`config.mk`:
```
export PLATFORM = sky130hd
export DESIGN_NAME = tt_uart_rx
export DESIGN_NICKNAME = d
export VERILOG_FILES = /design/src/rtl/tt_uart_rx.sv
export SDC_FILE = /design/constraint.sdc
export NUM_CORES = 1
export LEC_CHECK = 0
export CORE_MARGIN = 3
export CORE_UTILIZATION = 38
export DETAILED_ROUTE_END_ITERATION = 6
export SYNTH_ARGS = -nofsm -noshare
export SYNTH_HDL_FRONTEND = slang
export SYNTH_SLANG_ARGS = --single-unit
```
`constraint.sdc`:
```
create_clock -name clk -period 4.3 [get_ports clk]
set_input_delay 1.29 -clock clk [delete_from_list [all_inputs] [get_ports clk]]
set_output_delay 1.29 -clock clk [all_outputs]
set_load 0.05 [all_outputs]
```
`src/rtl/tt_uart_rx.sv`:
```
// ============================================================================
// Module      : tt_uart_rx
// Description : 8N1 UART receiver with input synchroniser, mid-bit sampling
//               and a valid/ready byte interface. Optional even parity bit
//               when UART_RX_PARITY_EN is defined.
// Revision    : 1.0 - initial release
// ============================================================================
`timescale 1ns/1ps
`default_nettype none

module tt_uart_rx #(
    parameter int CLKS_PER_BIT = 16,
    parameter int DATA_BITS    = 8,
    parameter int SYNC_STAGES  = 2
) (
    input  logic                 clk,
    input  logic                 rst,
    input  logic                 rx_in,
    output logic [DATA_BITS-1:0] rx_data,
    output logic                 rx_valid,
    input  logic                 rx_ready,
    output logic                 busy,
    output logic                 frame_err,
    output logic                 overrun,
    output logic                 parity_err
);

    localparam int CNT_W = $clog2(CLKS_PER_BIT);
    localparam int BIT_W = $clog2(DATA_BITS + 1);

    localparam logic [CNT_W-1:0] CNT_LAST = CNT_W'(CLKS_PER_BIT - 1);
    localparam logic [CNT_W-1:0] CNT_HALF = CNT_W'(CLKS_PER_BIT / 2 - 1);
    localparam logic [BIT_W-1:0] BIT_LAST = BIT_W'(DATA_BITS - 1);

    typedef enum logic [2:0] {
        S_IDLE   = 3'd0,
        S_START  = 3'd1,
        S_DATA   = 3'd2,
        S_PARITY = 3'd3,
        S_STOP   = 3'd4,
        S_BREAK  = 3'd5
    } state_t;

    state_t                 state_q, state_d;
    logic [SYNC_STAGES-1:0] sync_q;
    logic [CNT_W-1:0]       cnt_q, cnt_d;
    logic [BIT_W-1:0]       bit_q, bit_d;
    logic [DATA_BITS-1:0]   shift_q, shift_d;
    logic [DATA_BITS-1:0]   data_q, data_d;
    logic                   valid_q, valid_d;
    logic                   ferr_q, ferr_d;
    logic                   ovr_q, ovr_d;

    logic rxs;
    logic cnt_last;
    logic cnt_half;

    // Synchroniser presets to 1 so a reset never looks like a start bit.
    always_ff @(posedge clk) begin
        if (rst) begin
            sync_q <= '1;
        end else begin
            sync_q <= {sync_q[SYNC_STAGES-2:0], rx_in};
        end
    end

    assign rxs      = sync_q[SYNC_STAGES-1];
    assign cnt_last = (cnt_q == CNT_LAST);
    assign cnt_half = (cnt_q == CNT_HALF);

`ifdef UART_RX_PARITY_EN
    logic par_bad_q, par_bad_d;
    logic perr_q, perr_d;

    always_ff @(posedge clk) begin
        if (rst) begin
            par_bad_q <= 1'b0;
            perr_q    <= 1'b0;
        end else begin
            par_bad_q <= par_bad_d;
            perr_q    <= perr_d;
        end
    end

    assign parity_err = perr_q;
`else
    assign parity_err = 1'b0;
`endif

    always_ff @(posedge clk) begin
        if (rst) begin
            state_q <= S_IDLE;
            cnt_q   <= '0;
            bit_q   <= '0;
            shift_q <= '0;
            data_q  <= '0;
            valid_q <= 1'b0;
            ferr_q  <= 1'b0;
            ovr_q   <= 1'b0;
        end else begin
            state_q <= state_d;
            cnt_q   <= cnt_d;
            bit_q   <= bit_d;
            shift_q <= shift_d;
            data_q  <= data_d;
            valid_q <= valid_d;
            ferr_q  <= ferr_d;
            ovr_q   <= ovr_d;
        end
    end

    always_comb begin
        state_d = state_q;
        cnt_d   = cnt_q;
        bit_d   = bit_q;
        shift_d = shift_q;
        data_d  = data_q;
        valid_d = valid_q;
        ferr_d  = 1'b0;
        ovr_d   = 1'b0;
`ifdef UART_RX_PARITY_EN
        par_bad_d = par_bad_q;
        perr_d    = 1'b0;
`endif

        // A pending accept is applied first; a byte completing in the same
        // cycle may then overwrite the holding register.
        if (valid_q && rx_ready) begin
            valid_d = 1'b0;
        end

        case (state_q)
            S_IDLE: begin
                cnt_d = '0;
                bit_d = '0;
                if (!rxs) begin
                    state_d = S_START;
                end
            end

            S_START: begin
                cnt_d = cnt_q + 1'b1;
                if (cnt_half) begin
                    cnt_d   = '0;
                    state_d = rxs ? S_IDLE : S_DATA;
                end
            end

            S_DATA: begin
                cnt_d = cnt_last ? '0 : cnt_q + 1'b1;
                if (cnt_last) begin
                    shift_d = {rxs, shift_q[DATA_BITS-1:1]};
                    bit_d   = bit_q + 1'b1;
                    if (bit_q == BIT_LAST) begin
`ifdef UART_RX_PARITY_EN
                        state_d = S_PARITY;
`else
                        state_d = S_STOP;
`endif
                    end
                end
            end

`ifdef UART_RX_PARITY_EN
            S_PARITY: begin
                cnt_d = cnt_last ? '0 : cnt_q + 1'b1;
                if (cnt_last) begin
                    par_bad_d = rxs ^ (^shift_q);
                    state_d   = S_STOP;
                end
            end
`endif

            S_STOP: begin
                cnt_d = cnt_last ? '0 : cnt_q + 1'b1;
                if (cnt_last) begin
                    if (!rxs) begin
                        ferr_d  = 1'b1;
                        state_d = S_BREAK;
`ifdef UART_RX_PARITY_EN
                    end else if (par_bad_q) begin
                        perr_d  = 1'b1;
                        state_d = S_IDLE;
`endif
                    end else begin
                        state_d = S_IDLE;
                        if (valid_q && !rx_ready) begin
                            ovr_d = 1'b1;
                        end else begin
                            data_d  = shift_q;
                            valid_d = 1'b1;
                        end
                    end
                end
            end

            // A line held low after a framing error must not re-trigger.
            S_BREAK: begin
                cnt_d = '0;
                if (rxs) begin
                    state_d = S_IDLE;
                end
            end

            default: begin
                state_d = S_IDLE;
                cnt_d   = '0;
            end
        endcase
    end

    assign rx_data   = data_q;
    assign rx_valid  = valid_q;
    assign busy      = (state_q != S_IDLE);
    assign frame_err = ferr_q;
    assign overrun   = ovr_q;

endmodule

`default_nettype wire

```
-- Word level (Yosys, flattened, before mapping)
Index checks and enable logic that the tools add are counted.
- register bits: 32
- input port bits: 4
- word-level logic and storage cells: 62
- output and inout bits: 13
- add/sub/neg operators: 2
- multiplexer cells: 21
- reductions and logical operators: 13
- equal/unequal tests: 13
- bitwise operators: 4
- operators with widths (cell ; number):
    $mux 3 ; 7
    $pmux 4 s2 ; 2
    $pmux 3 s5 ; 1
    $mux 4 ; 3
    $ne 2x2->1 const B ; 6
    $add 4x1->4 const B ; 2
    $eq 4x3->1 const B ; 2
    $mux 1 ; 7
    $eq 3x3->1 const B ; 2
    $reduce_and 6->1 ; 1
    $eq 4x4->1 const B ; 1
    $not 1->1 ; 4
    $reduce_and 2->1 ; 2
    $reduce_and 4->1 ; 1
    $reduce_or 4->1 ; 1
    $eq 3x1->1 const B ; 1
    $eq 3x2->1 const B ; 1
    $logic_not 3->1 ; 1
    $reduce_bool 3->1 ; 1
    $reduce_or 3->1 ; 1
    $logic_and 1x1->1 ; 2
    $mux 2 ; 1
    $reduce_bool 2->1 ; 1
    $reduce_or 2->1 ; 1
    $logic_not 1->1 ; 1

-- Longest topological paths before layout
- depth in word-level cells: 6
- gate-level depth with buffers: 6
- gate-level depth less buffers: 4

-- Worst setup path before layout
Ideal clock, no wire load.
- kind: reg2out
- start point: register state_q[1]
- end point: output busy
- path slack: 1.926 ns
- arrival: 1.084 ns
- stages on the path, launching flop included: 4
- data required time: 3.010 ns
- path buffers: 1
- cells stage by stage: dfxtp_1 buf_2 nor3_1 inv_1
- longest elaborated chain between the ends: 1
- RTL lines (what ; line ; RTL):
    from (decl) ; 44 ; state_t state_q, state_d;
    from (signal assigned) ; 101 ; state_q <= state_d;
    $reduce_bool 3->1 ; 214 ; assign busy = (state_q != S_IDLE);
    to (decl) ; 22 ; output logic busy,
No other way between the ends.

-- Worst setup path after layout
Same ends and word-level chain as after synthesis.

==> results.cfg <==
[status]
outcome = complete, no violations

[global_routing]
grt.total_usage_pct = 13.79
gr-total-overflow = 0
number_of_global_route_vias_before_repair = 1036
number_of_antenna_violations_at_the_first_check_in_global_routing = 0
largest_net_degree_at_the_start_of_global_routing = 33
wire_length_of_the_first_global_routing_pass_mm = 4.595

[cells_and_area]
area_growth_pct = 16.16
post-route-cell-area_mm2 = 0.001637
nNetsFinal = 169
drive_gt1_share_pct = 7.975
layout.cells.non_filler = 209
final_util_pct = 47.55
antenna_cells = 0

[min_path]
worst_hold_path_type = reg2reg
hold_path_depth = 1

[synth]
synthDominantAreaCellType = dfxtp_1
synth.area.mux_share_pct = 6.483
synth_top_area_share_pct = 45.47
synth_cell_types = 37
synth.cell_area_mm2 = 0.001409
synth_flop_type = dfxtp_1
yosys.area_share.simple_pct = 26.20
synthCells = 153
synth_fa_ha_area_share_pct = 1.776
synth_compound_gate_area_share_pct = 13.06
synth_top_family_by_area = simple AND/OR/NAND/NOR gates
synth-xor-area-share_pct = 1.865
yosysSeqAreaShare_pct = 45.47
yosysMostFrequentCell = dfxtp_1
synth-seq-cells = 32
synth_warnings = 0
post_synth_most_frequent_cells = dfxtp_1, nand2b_1, nand3_1
synth_enable_flop_cells = 0
synthArstFlopShare_pct = 0
avgSynthCellArea_um2 = 9.208
postSynthNetCount = 159
synth.area.top_cells = dfxtp_1, nand2b_1, mux2i_1

[power]
p_sw_mw = 0.1170
power_per_cell_area_mw_per_mm2 = 326.5
pwr-share-clk_pct = 39.5
p_leak_nw = 0.5287
p_int_mw = 0.4174
power.share.combinational_pct = 4.3
vdd_drop_max_v = 0.0001657
switching_share_pct = 21.89
totalPowerFinal_mw = 0.5344
power.sequential.fraction_pct = 56.2

[detailed_routing]
dr_total_vias = 1097
drc_marker_count_from_the_first_detailed_route_iteration = 81
route.antenna.remaining_nets = 0
vias_per_cell = 5.249
drt_wl_total_mm = 2.615
avgRoutedWirePerCell_um = 12.51
drt_first_pass_iters = 4
drc_errors = 0

[setup_path]
cp.required_ns = 3.01
end_kind = output port
ff2ff_path_depth = 4
critPathMaxFanout = 12
critPathArrivalTime_ns = 1.99
cp-start-kind = register
criticalPathCategory = reg2out

[timing]
final_max_slew_viol_count = 0
timing.final.setup_violations = 0
fmax_mhz = 305.2
final.setup_skew_ns = 0.005020
tightest_slew_ns = 0.6123
setup_total_neg_slack_ns = 0
timing.final.crit_share_pct = 76.21
period_needed_ns = 3.277
rsz0062_at_grt = no
hold_viol = 0
slew_headroom_pct = 59.00

[clock_tree]
clock-sinks = 32
cts-htree-levels = 2
clockBufferDepth = 2
clk_root_buffer_cell = clkbuf_8
number_of_post_cts_setup_repair_buffers = 0
ctsResizeCount = 0
numCtsBuffers = 5
register_clock_pin_slew_on_the_reported_worst_setup_and_hold_paths_ns = 0.06
cts_tree = yes
hold_buffers = 0
clk-insertion-delay-late_ns = 0.28

[floorplan]
placeableCoreArea_mm2 = 0.003442
num_rows = 21
die_y_um = 66.89
initial_utilization_pct = 40.93
io_pins = 17
die_footprint_mm2 = 0.004474
die_w_um = 66.89

[flow_run]
max-cap-violations = 0

[place]
gp_congestion = 0.7205
detailedPlacementHpwl_mm = 1.827
cell_area_reported_after_detailed_placement_mm2 = 0.001559
placed_cells_incl_taps = 202
io_buffer_count = 15
[cells in the final DEF (no fill, tap or decap), drive strengths merged, types with 2 or more instances in the layout]
cell            n
dfxtp          32
nand2b         17
clkdlybuf4s50  15
nand3          14
a21oi          11
o21ai          10
nor3            9
mux2i           8
clkbuf          6
o211ai          3
nor2b           3
o31ai           3
nor3b           3
and3            2
xnor2           2
or4             2
nand2           2
or2             2
ha              2
or3b            2
[final cells by class]
class                      count  area (um2)
clock buffer                   6       72.57
clock inverter                 1       5.005
fill                         332        1805
inverter                       1       3.754
multi-input combinational    107       699.4
sequential                    32       640.6
tap                           46       57.56
timing repair buffer          16       157.7
[metal layers]
layer / vias to the layer above / wire, um / part of all wire, % / global-route usage (%)
li1: 563 / - / - / -
met1: 508 / 1203 / 46 / 15.39
met2: 20 / 1231 / 47 / 22.90
met3: 6 / 133 / 5.1 / 5.565
met4: 0 / 47 / 1.8 / 6.076
met5: - / 0 / 0 / 0
[critical path: stages (launching register included)]
cell             delay [ns]
dfxtp_1                0.41
nor3_1                 0.43
inv_1                  0.14
clkdlybuf4s50_1        0.72
[through the flow]
stage / hold WS, ns / setup WS (ns)
3_5_place_dp: 0.3994 / 1.320
3_3_place_gp: 0.4025 / 1.357
4_1_cts: 0.4133 / 1.001
5_1_grt: 0.4333 / 0.8651
6_report: 0.4099 / 1.023
2_1_floorplan: 0.3895 / 1.926
[sequential cells by signal, indices dropped and copies added (netlist names)]
| signal | count |
|---|---|
| cnt_q | 4 |
| rx_data | 8 |
| frame_err | 1 |
| overrun | 1 |
| state_q | 3 |
| sync_q | 2 |
| rx_valid | 1 |
| shift_q | 8 |
| bit_q | 4 |
[kinds of logic after synthesis]
family          after synthesis
buf+inv                      14
mux                           9
compound gates               31
xor+xnor                      3
fa+ha+maj                     2
simple gates                 61
flops                        32
other cells                   1
[worst paths after layout]
kind | startpoint | end | slack (ns)
worst max-delay path | state_q[1]$_SDFFE_PP0P_ | busy | 1.02
worst min-delay path | sync_q[0]$_SDFF_PP1_ | sync_q[1]$_SDFF_PP1_ | 0.41
worst max register to register | cnt_q[0]$_SDFF_PP0_ | rx_data[0]$_SDFFE_PP0P_ | 2.27
worst min register to register | sync_q[0]$_SDFF_PP1_ | sync_q[1]$_SDFF_PP1_ | 0.41
[power by group through the flow]
stage | Clock [mW] | Sequential, mW | Combinational [mW]
CTS | 0.219 | 0.300 | 0.0228
finish | 0.211 | 0.300 | 0.0227
global placement | 0 | 0.307 | 0.0224
detailed placement | 0 | 0.307 | 0.0228
global route | 0.232 | 0.301 | 0.0249
floorplan | 0 | 0.305 | 0.0181
No activity file was read; power rests on OpenSTA's default activity.
